[src/rtl/universal_register_pkg.sv]
`default_nettype none
// ============================================================================
// Module   : universal_register_pkg
// Brief    : Shared types for the universal register: sequencer state,
//            operation select and the fixed-priority operation decoder.
// Revision : 1.0  initial release
// ============================================================================
package universal_register_pkg;

    typedef enum logic [0:0] {
        IDLE  = 1'b0,
        SHIFT = 1'b1
    } state_e;

    typedef enum logic [2:0] {
        OP_NONE   = 3'd0,
        OP_CL     = 3'd1,
        OP_LD     = 3'd2,
        OP_MSTART = 3'd3,
        OP_INC    = 3'd4,
        OP_DEC    = 3'd5,
        OP_SR     = 3'd6,
        OP_SL     = 3'd7
    } op_e;

    // Highest-priority request wins; everything below it is ignored.
    function automatic op_e decode_op(input logic cl, input logic ld,
                                      input logic mstart, input logic inc,
                                      input logic dec, input logic sr,
                                      input logic sl);
        if (cl)          return OP_CL;
        else if (ld)     return OP_LD;
        else if (mstart) return OP_MSTART;
        else if (inc)    return OP_INC;
        else if (dec)    return OP_DEC;
        else if (sr)     return OP_SR;
        else if (sl)     return OP_SL;
        else             return OP_NONE;
    endfunction

endpackage
`default_nettype wire

[src/rtl/universal_register_shseq.sv]
`default_nettype none
// ============================================================================
// Module   : universal_register_shseq
// Brief    : Shift-count sequencer for multi-cycle shifts. Accepts a start
//            request with an amount (clamped to W), stays busy for that many
//            cycles and pulses done once; an abort drops back to IDLE
//            without a done pulse.
// Revision : 1.0  initial release
// ============================================================================
module universal_register_shseq
    import universal_register_pkg::*;
#(
    parameter  int W   = 4,
    localparam int SHW = $clog2(W + 1)
) (
    input  logic           clk,
    input  logic           rst_n,
    input  logic           start,
    input  logic [SHW-1:0] shamt,
    input  logic           abort,
    output logic           busy,
    output logic           done
);

    localparam logic [SHW-1:0] c_max_amt = SHW'(W);
    localparam logic [SHW-1:0] c_one     = SHW'(1);

    state_e         r_state;
    state_e         w_state_nxt;
    logic [SHW-1:0] r_count;
    logic [SHW-1:0] w_count_nxt;
    logic           r_done;
    logic           w_done_nxt;
    logic [SHW-1:0] w_amt;

    // Amounts above W cannot be represented in a W-bit register; clamp them.
    assign w_amt = (shamt > c_max_amt) ? c_max_amt : shamt;

    // State, remaining count and done pulse registers.
    always_ff @(posedge clk or negedge rst_n) begin
        if (!rst_n) begin
            r_state <= IDLE;
            r_count <= '0;
            r_done  <= 1'b0;
        end else begin
            r_state <= w_state_nxt;
            r_count <= w_count_nxt;
            r_done  <= w_done_nxt;
        end
    end

    // Next-state logic: a zero-length request only produces the done pulse.
    always_comb begin
        w_state_nxt = r_state;
        w_count_nxt = r_count;
        w_done_nxt  = 1'b0;
        case (r_state)
            IDLE: begin
                if (start) begin
                    if (w_amt == '0) begin
                        w_done_nxt = 1'b1;
                    end else begin
                        w_state_nxt = SHIFT;
                        w_count_nxt = w_amt;
                    end
                end
            end
            SHIFT: begin
                if (abort) begin
                    w_state_nxt = IDLE;
                    w_count_nxt = '0;
                end else begin
                    w_count_nxt = r_count - c_one;
                    if (r_count == c_one) begin
                        w_state_nxt = IDLE;
                        w_done_nxt  = 1'b1;
                    end
                end
            end
            default: begin
                w_state_nxt = IDLE;
                w_count_nxt = '0;
            end
        endcase
    end

    assign busy = (r_state == SHIFT);
    assign done = r_done;

endmodule
`default_nettype wire

[src/rtl/universal_register_n.sv]
`default_nettype none
// ============================================================================
// Module   : universal_register_n
// Brief    : W-bit universal register: clear, parallel load, up/down count,
//            1-bit shift/rotate and multi-cycle N-bit shift with busy/done,
//            plus carry and zero flags.
//            Build option UNIVERSAL_REGISTER_SAT_EN: saturating inc/dec
//            (default build wraps around).
// Revision : 1.0  initial release
// ============================================================================
module universal_register_n
    import universal_register_pkg::*;
#(
    parameter  int W   = 4,
    localparam int SHW = $clog2(W + 1)
) (
    input  logic           clk,
    input  logic           rst_n,
    input  logic           cl,
    input  logic           ld,
    input  logic [W-1:0]   in,
    input  logic           inc,
    input  logic           dec,
    input  logic           sr,
    input  logic           ir,
    input  logic           sl,
    input  logic           il,
    input  logic           rot,
    input  logic           mstart,
    input  logic           mdir,
    input  logic [SHW-1:0] shamt,
    output logic [W-1:0]   out,
    output logic           carry,
    output logic           zero,
    output logic           busy,
    output logic           done
);

    localparam logic [W-1:0] c_one = W'(1);

    op_e          w_op;
    logic         w_busy;
    logic         w_start;
    logic         w_abort;
    logic [W-1:0] r_out;
    logic [W-1:0] w_out_nxt;
    logic         r_carry;
    logic         w_carry_nxt;
    logic         r_mdir;
    logic         r_mrot;
    logic         w_rot_sel;
    logic [W-1:0] w_shr;
    logic [W-1:0] w_shl;
    logic         w_all1;
    logic         w_all0;

    assign w_op    = decode_op(cl, ld, mstart, inc, dec, sr, sl);
    assign w_start = !w_busy && (w_op == OP_MSTART);
    assign w_abort = w_busy && (cl || ld);

    universal_register_shseq #(.W(W)) u_shseq (
        .clk   (clk),
        .rst_n (rst_n),
        .start (w_start),
        .shamt (shamt),
        .abort (w_abort),
        .busy  (w_busy),
        .done  (done)
    );

    // A multi-shift uses the direction and rotate mode captured at accept.
    always_ff @(posedge clk or negedge rst_n) begin
        if (!rst_n) begin
            r_mdir <= 1'b0;
            r_mrot <= 1'b0;
        end else if (w_start) begin
            r_mdir <= mdir;
            r_mrot <= rot;
        end
    end

    // Shift candidates; serial inputs are always sampled live.
    assign w_rot_sel = w_busy ? r_mrot : rot;
    assign w_shr     = {(w_rot_sel ? r_out[0]   : ir), r_out[W-1:1]};
    assign w_shl     = {r_out[W-2:0], (w_rot_sel ? r_out[W-1] : il)};
    assign w_all1    = &r_out;
    assign w_all0    = ~|r_out;

    // Next register value and carry for the selected operation.
    always_comb begin
        w_out_nxt   = r_out;
        w_carry_nxt = r_carry;
        if (w_busy) begin
            if (cl) begin
                w_out_nxt   = '0;
                w_carry_nxt = 1'b0;
            end else if (ld) begin
                w_out_nxt = in;
            end else if (r_mdir) begin
                w_out_nxt   = w_shl;
                w_carry_nxt = r_out[W-1];
            end else begin
                w_out_nxt   = w_shr;
                w_carry_nxt = r_out[0];
            end
        end else begin
            case (w_op)
                OP_CL: begin
                    w_out_nxt   = '0;
                    w_carry_nxt = 1'b0;
                end
                OP_LD: w_out_nxt = in;
                OP_INC: begin
                    w_out_nxt   = r_out + c_one;
                    w_carry_nxt = w_all1;
`ifdef UNIVERSAL_REGISTER_SAT_EN
                    if (w_all1) w_out_nxt = r_out;
`endif
                end
                OP_DEC: begin
                    w_out_nxt   = r_out - c_one;
                    w_carry_nxt = w_all0;
`ifdef UNIVERSAL_REGISTER_SAT_EN
                    if (w_all0) w_out_nxt = r_out;
`endif
                end
                OP_SR: begin
                    w_out_nxt   = w_shr;
                    w_carry_nxt = r_out[0];
                end
                OP_SL: begin
                    w_out_nxt   = w_shl;
                    w_carry_nxt = r_out[W-1];
                end
                default: begin
                    w_out_nxt   = r_out;
                    w_carry_nxt = r_carry;
                end
            endcase
        end
    end

    // Register contents and carry flag.
    always_ff @(posedge clk or negedge rst_n) begin
        if (!rst_n) begin
            r_out   <= '0;
            r_carry <= 1'b0;
        end else begin
            r_out   <= w_out_nxt;
            r_carry <= w_carry_nxt;
        end
    end

    assign out   = r_out;
    assign carry = r_carry;
    assign zero  = (r_out == '0);
    assign busy  = w_busy;

endmodule
`default_nettype wire

[config.mk]
export PLATFORM = sky130hd
export DESIGN_NAME = universal_register_n
export DESIGN_NICKNAME = d
export VERILOG_FILES = /design/src/rtl/universal_register_pkg.sv /design/src/rtl/universal_register_shseq.sv /design/src/rtl/universal_register_n.sv
export SDC_FILE = /design/constraint.sdc
export NUM_CORES = 1
export LEC_CHECK = 0
export BUFFER_PORTS_ARGS = -buffer_cell sky130_fd_sc_hd__buf_2
export CORE_UTILIZATION = 35
export CTS_BUF_LIST = sky130_fd_sc_hd__clkbuf_8
export DETAILED_ROUTE_END_ITERATION = 10
export GPL_TIMING_DRIVEN = 0
export HOLD_SLACK_MARGIN = 0.02
export SLEW_MARGIN = 30
export SYNTH_ARGS = -nofsm -noshare
export SYNTH_HDL_FRONTEND = slang
export SYNTH_SLANG_ARGS = --single-unit
[constraint.sdc]
create_clock -name clk -period 2.13 [get_ports clk]
set_clock_uncertainty 0.05 [all_clocks]
set_input_delay 0.426 -clock clk [delete_from_list [all_inputs] [get_ports clk]]
set_output_delay 0.426 -clock clk [all_outputs]
set_load 0.005 [all_outputs]
==> run summary <==
Crit Path Max Fanout -> 4
CTS HTree Levels -> 1
sequential power share -> 35.6%
Slew @ Worst Pin -> 0.481 ns
Core Box Area -> 0.00303 mm^2
HPWL Detailed -> 2220 um
Async S/R FF share, synth -> 100%
reg2reg path depth -> 7
reg-to-reg startpoint -> out[1]
startpoint types -> input port
Fmax -> 433 MHz
IO buf count -> 25
hold crit path type -> in2reg
syn_nets -> 157
Yosys reg bits -> 12
Routed WL per cell -> 13.5 um
Sw Share -> 30.9%
Total Routing Usage GR -> 18.6%
fillcell total -> 298
DR DRC count -> 0
endpoints failing hold -> 0
die width -> 58.4 um
YS warnings -> 0
initial antenna violation count -> 0
Power Density -> 527 mW/mm^2
Mapped Cells -> 132
CP Capture Type -> register
root buf cell -> clkbuf_8
clock buffer depth -> 2
Setup WS pre-CTS -> -0.590 ns
Distinct cells, synth -> 44
P_leak -> 0.674 nW
Final ANT Viol Nets -> 0
worst setup path startpoint -> ld
clk sinks -> 12
DIE HEIGHT -> 58.4 um
r2r setup slk -> 0.18 ns
failing checks -> setup timing
DR iter-0 viols -> 39
TritonCTS clock tree -> built
prevailing post-synth register cell -> dfrtp_1
most frequent cells in the layout -> buf_2 (24), nor2_1 (12), dfrtp_1 (12)
post-synth top area share -> 26.9%
area leader, netlist -> dfrtp_1
Comb power frac -> 31.5%
share of layout cells above drive strength 1 -> 30.2%
Synth-to-Final Area Change -> 32.4%
vias in the first global route -> 1,108
Max Slew Vio Count -> 0
mapped cell area -> 0.00111 mm^2
reg2reg end -> out[3]
arrival time worst endpoint -> 2.39 ns
Final min period -> 2.31 ns
worst hold start -> mdir
die area -> 0.00341 mm^2
fraction of the cycle the final worst path needs -> 108%
clock power share -> 32.9%
drt pass-1 iters -> 5
maximum VDD drop -> 345 uV
Num CTS Buffers -> 3
P_sw -> 0.240 mW
Synth area leaders -> dfrtp_1 (27%), mux2i_1 (8.1%), a21oi_1 (4.9%), ha_1 (4.5%), o21ai_0 (4.0%)
total of max-cap violations -> 0
synthesized area per cell -> 8.45 um^2
Skew-Pair Late Insertion Delay -> 0.25 ns
via/cell ratio -> 5.48
largest net degree at the start of global routing -> 13
RePlAce Congestion -> 0.859
Worst-path clk slew -> 0.05 ns
final net count -> 195
grt total ovfl -> 0
register area share after synthesis -> 26.9%
final WL -> 2880 um
RSZ-0062 raised after global routing -> true
Ports -> 28
Setup WS post-layout -> -0.180 ns
Initial Utilization -> 36.8%
diode count -> 0
Final Power -> 0.778 mW
crit path capture -> out[3]
Site Rows -> 20
Rel. slew slack -> 68.0%
internal power -> 0.538 mW
WS Path Type -> in2reg
leading cell type in the layout, fill and taps excluded -> buf_2
EDFF count, synth -> 0
Vias -> 1,168
status -> finished with violations
first-pass GRT wire length -> 4890 um
WP data required -> 2.21 ns
Final setup viols -> 2
-- cells in the mapped netlist, types with 3 or more instances --
cell type	instances
clkbuf_1	5
nor2_1	12
dfrtp_1	12
ha_1	4
or3_1	4
o21ai_0	9
nor2b_1	4
mux2i_1	9
a21oi_1	11
nor3b_1	4
inv_1	3
nand2_1	8
o22ai_1	5
-- how the worst min path moves through the flow --
stage	end	cells past startpoint
after floorplan	carry	0
after global placement	out[0]	1
after detailed placement	out[0]	1
after CTS	r_mdir	2
after global routing	r_mdir	2
final	r_mdir	2
-- flip-flops by register name (all words and copies together) (netlist names) --
register	flops
carry	1
out	4
r_mrot	1
u_shseq.busy	1
u_shseq.r_count	3
r_mdir	1
u_shseq.done	1
-- power by group through the flow --
stage / combinational, mW / clock [mW] / sequential (mW)
6_report: 0.245 / 0.256 / 0.277
5_1_grt: 0.276 / 0.265 / 0.281
4_1_cts: 0.245 / 0.258 / 0.278
3_5_place_dp: 0.234 / 0 / 0.281
3_3_place_gp: 0.229 / 0 / 0.280
2_1_floorplan: 0.163 / 0 / 0.277
-- stage by stage --
step | setup TNS (ns) | hold WS, ns | area [um^2] | util (%) | instances
after floorplan | -0.945 | 0.0804 | 1140 | - | 132
after global placement | -1.38 | 0.274 | 1320 | 43.7 | 201
after detailed placement | -1.45 | 0.278 | 1320 | 43.7 | 201
after CTS | -0.504 | 0.366 | 1460 | 48.2 | 212
after global routing | -0.556 | 0.375 | 1480 | 48.8 | 213
final | -0.341 | 0.365 | 1480 | 48.8 | 213
-- critical path, cell delays in order --
cell and delay [ns]:
buf_12 0.10, or3_4 0.41, nor3b_4 0.26, ha_1 0.26
a21o_1 0.16, a21oi_2 0.17, xnor2_2 0.14, mux2i_1 0.21
a21oi_1 0.09, o22a_1 0.16
-- cells by family after synthesis --
| logic type | count (synthesis) | share of synthesized area [%] |
|---|---|---|
| AO/OA/AOI/OAI | 42 | 24.2 |
| XOR/XNOR | 3 | 2.36 |
| adder cells (fa/ha/maj) | 5 | 6.29 |
| buffers and inverters | 12 | 5.61 |
| flip-flops | 12 | 26.9 |
| multiplexers | 12 | 11.4 |
| AND/OR/NAND/NOR | 46 | 23.1 |
-- layer usage --
metal | GRT usage, % | routed length, um | vias up
li1 | - | - | 570
met1 | 23.0 | 1280 | 562
met2 | 33.7 | 1420 | 34
met3 | 4.62 | 169 | 2
met4 | 2.04 | 6 | 0
met5 | 0 | 0 | -
-- area by class of cell --
cell class	count	area, um^2	area share [%]
sequential	12	300	20.3
clock buffer	4	55.1	3.73
buffer	8	61.3	4.15
tap	44	55.1	3.73
multi-input combinational	108	792	53.6
timing repair buffer	34	201	13.6
inverter	3	11.3	0.763
-- what timing repair did --
item	in CTS	in global routing
pin swaps	12	9
gates resized for setup	4	2
endpoints found under the setup margin	3	3
hold buffers	1	0
hold endpoints to repair	12	0
buffers inserted	6	2
Note: power is estimated with default switching activity, not from simulation.
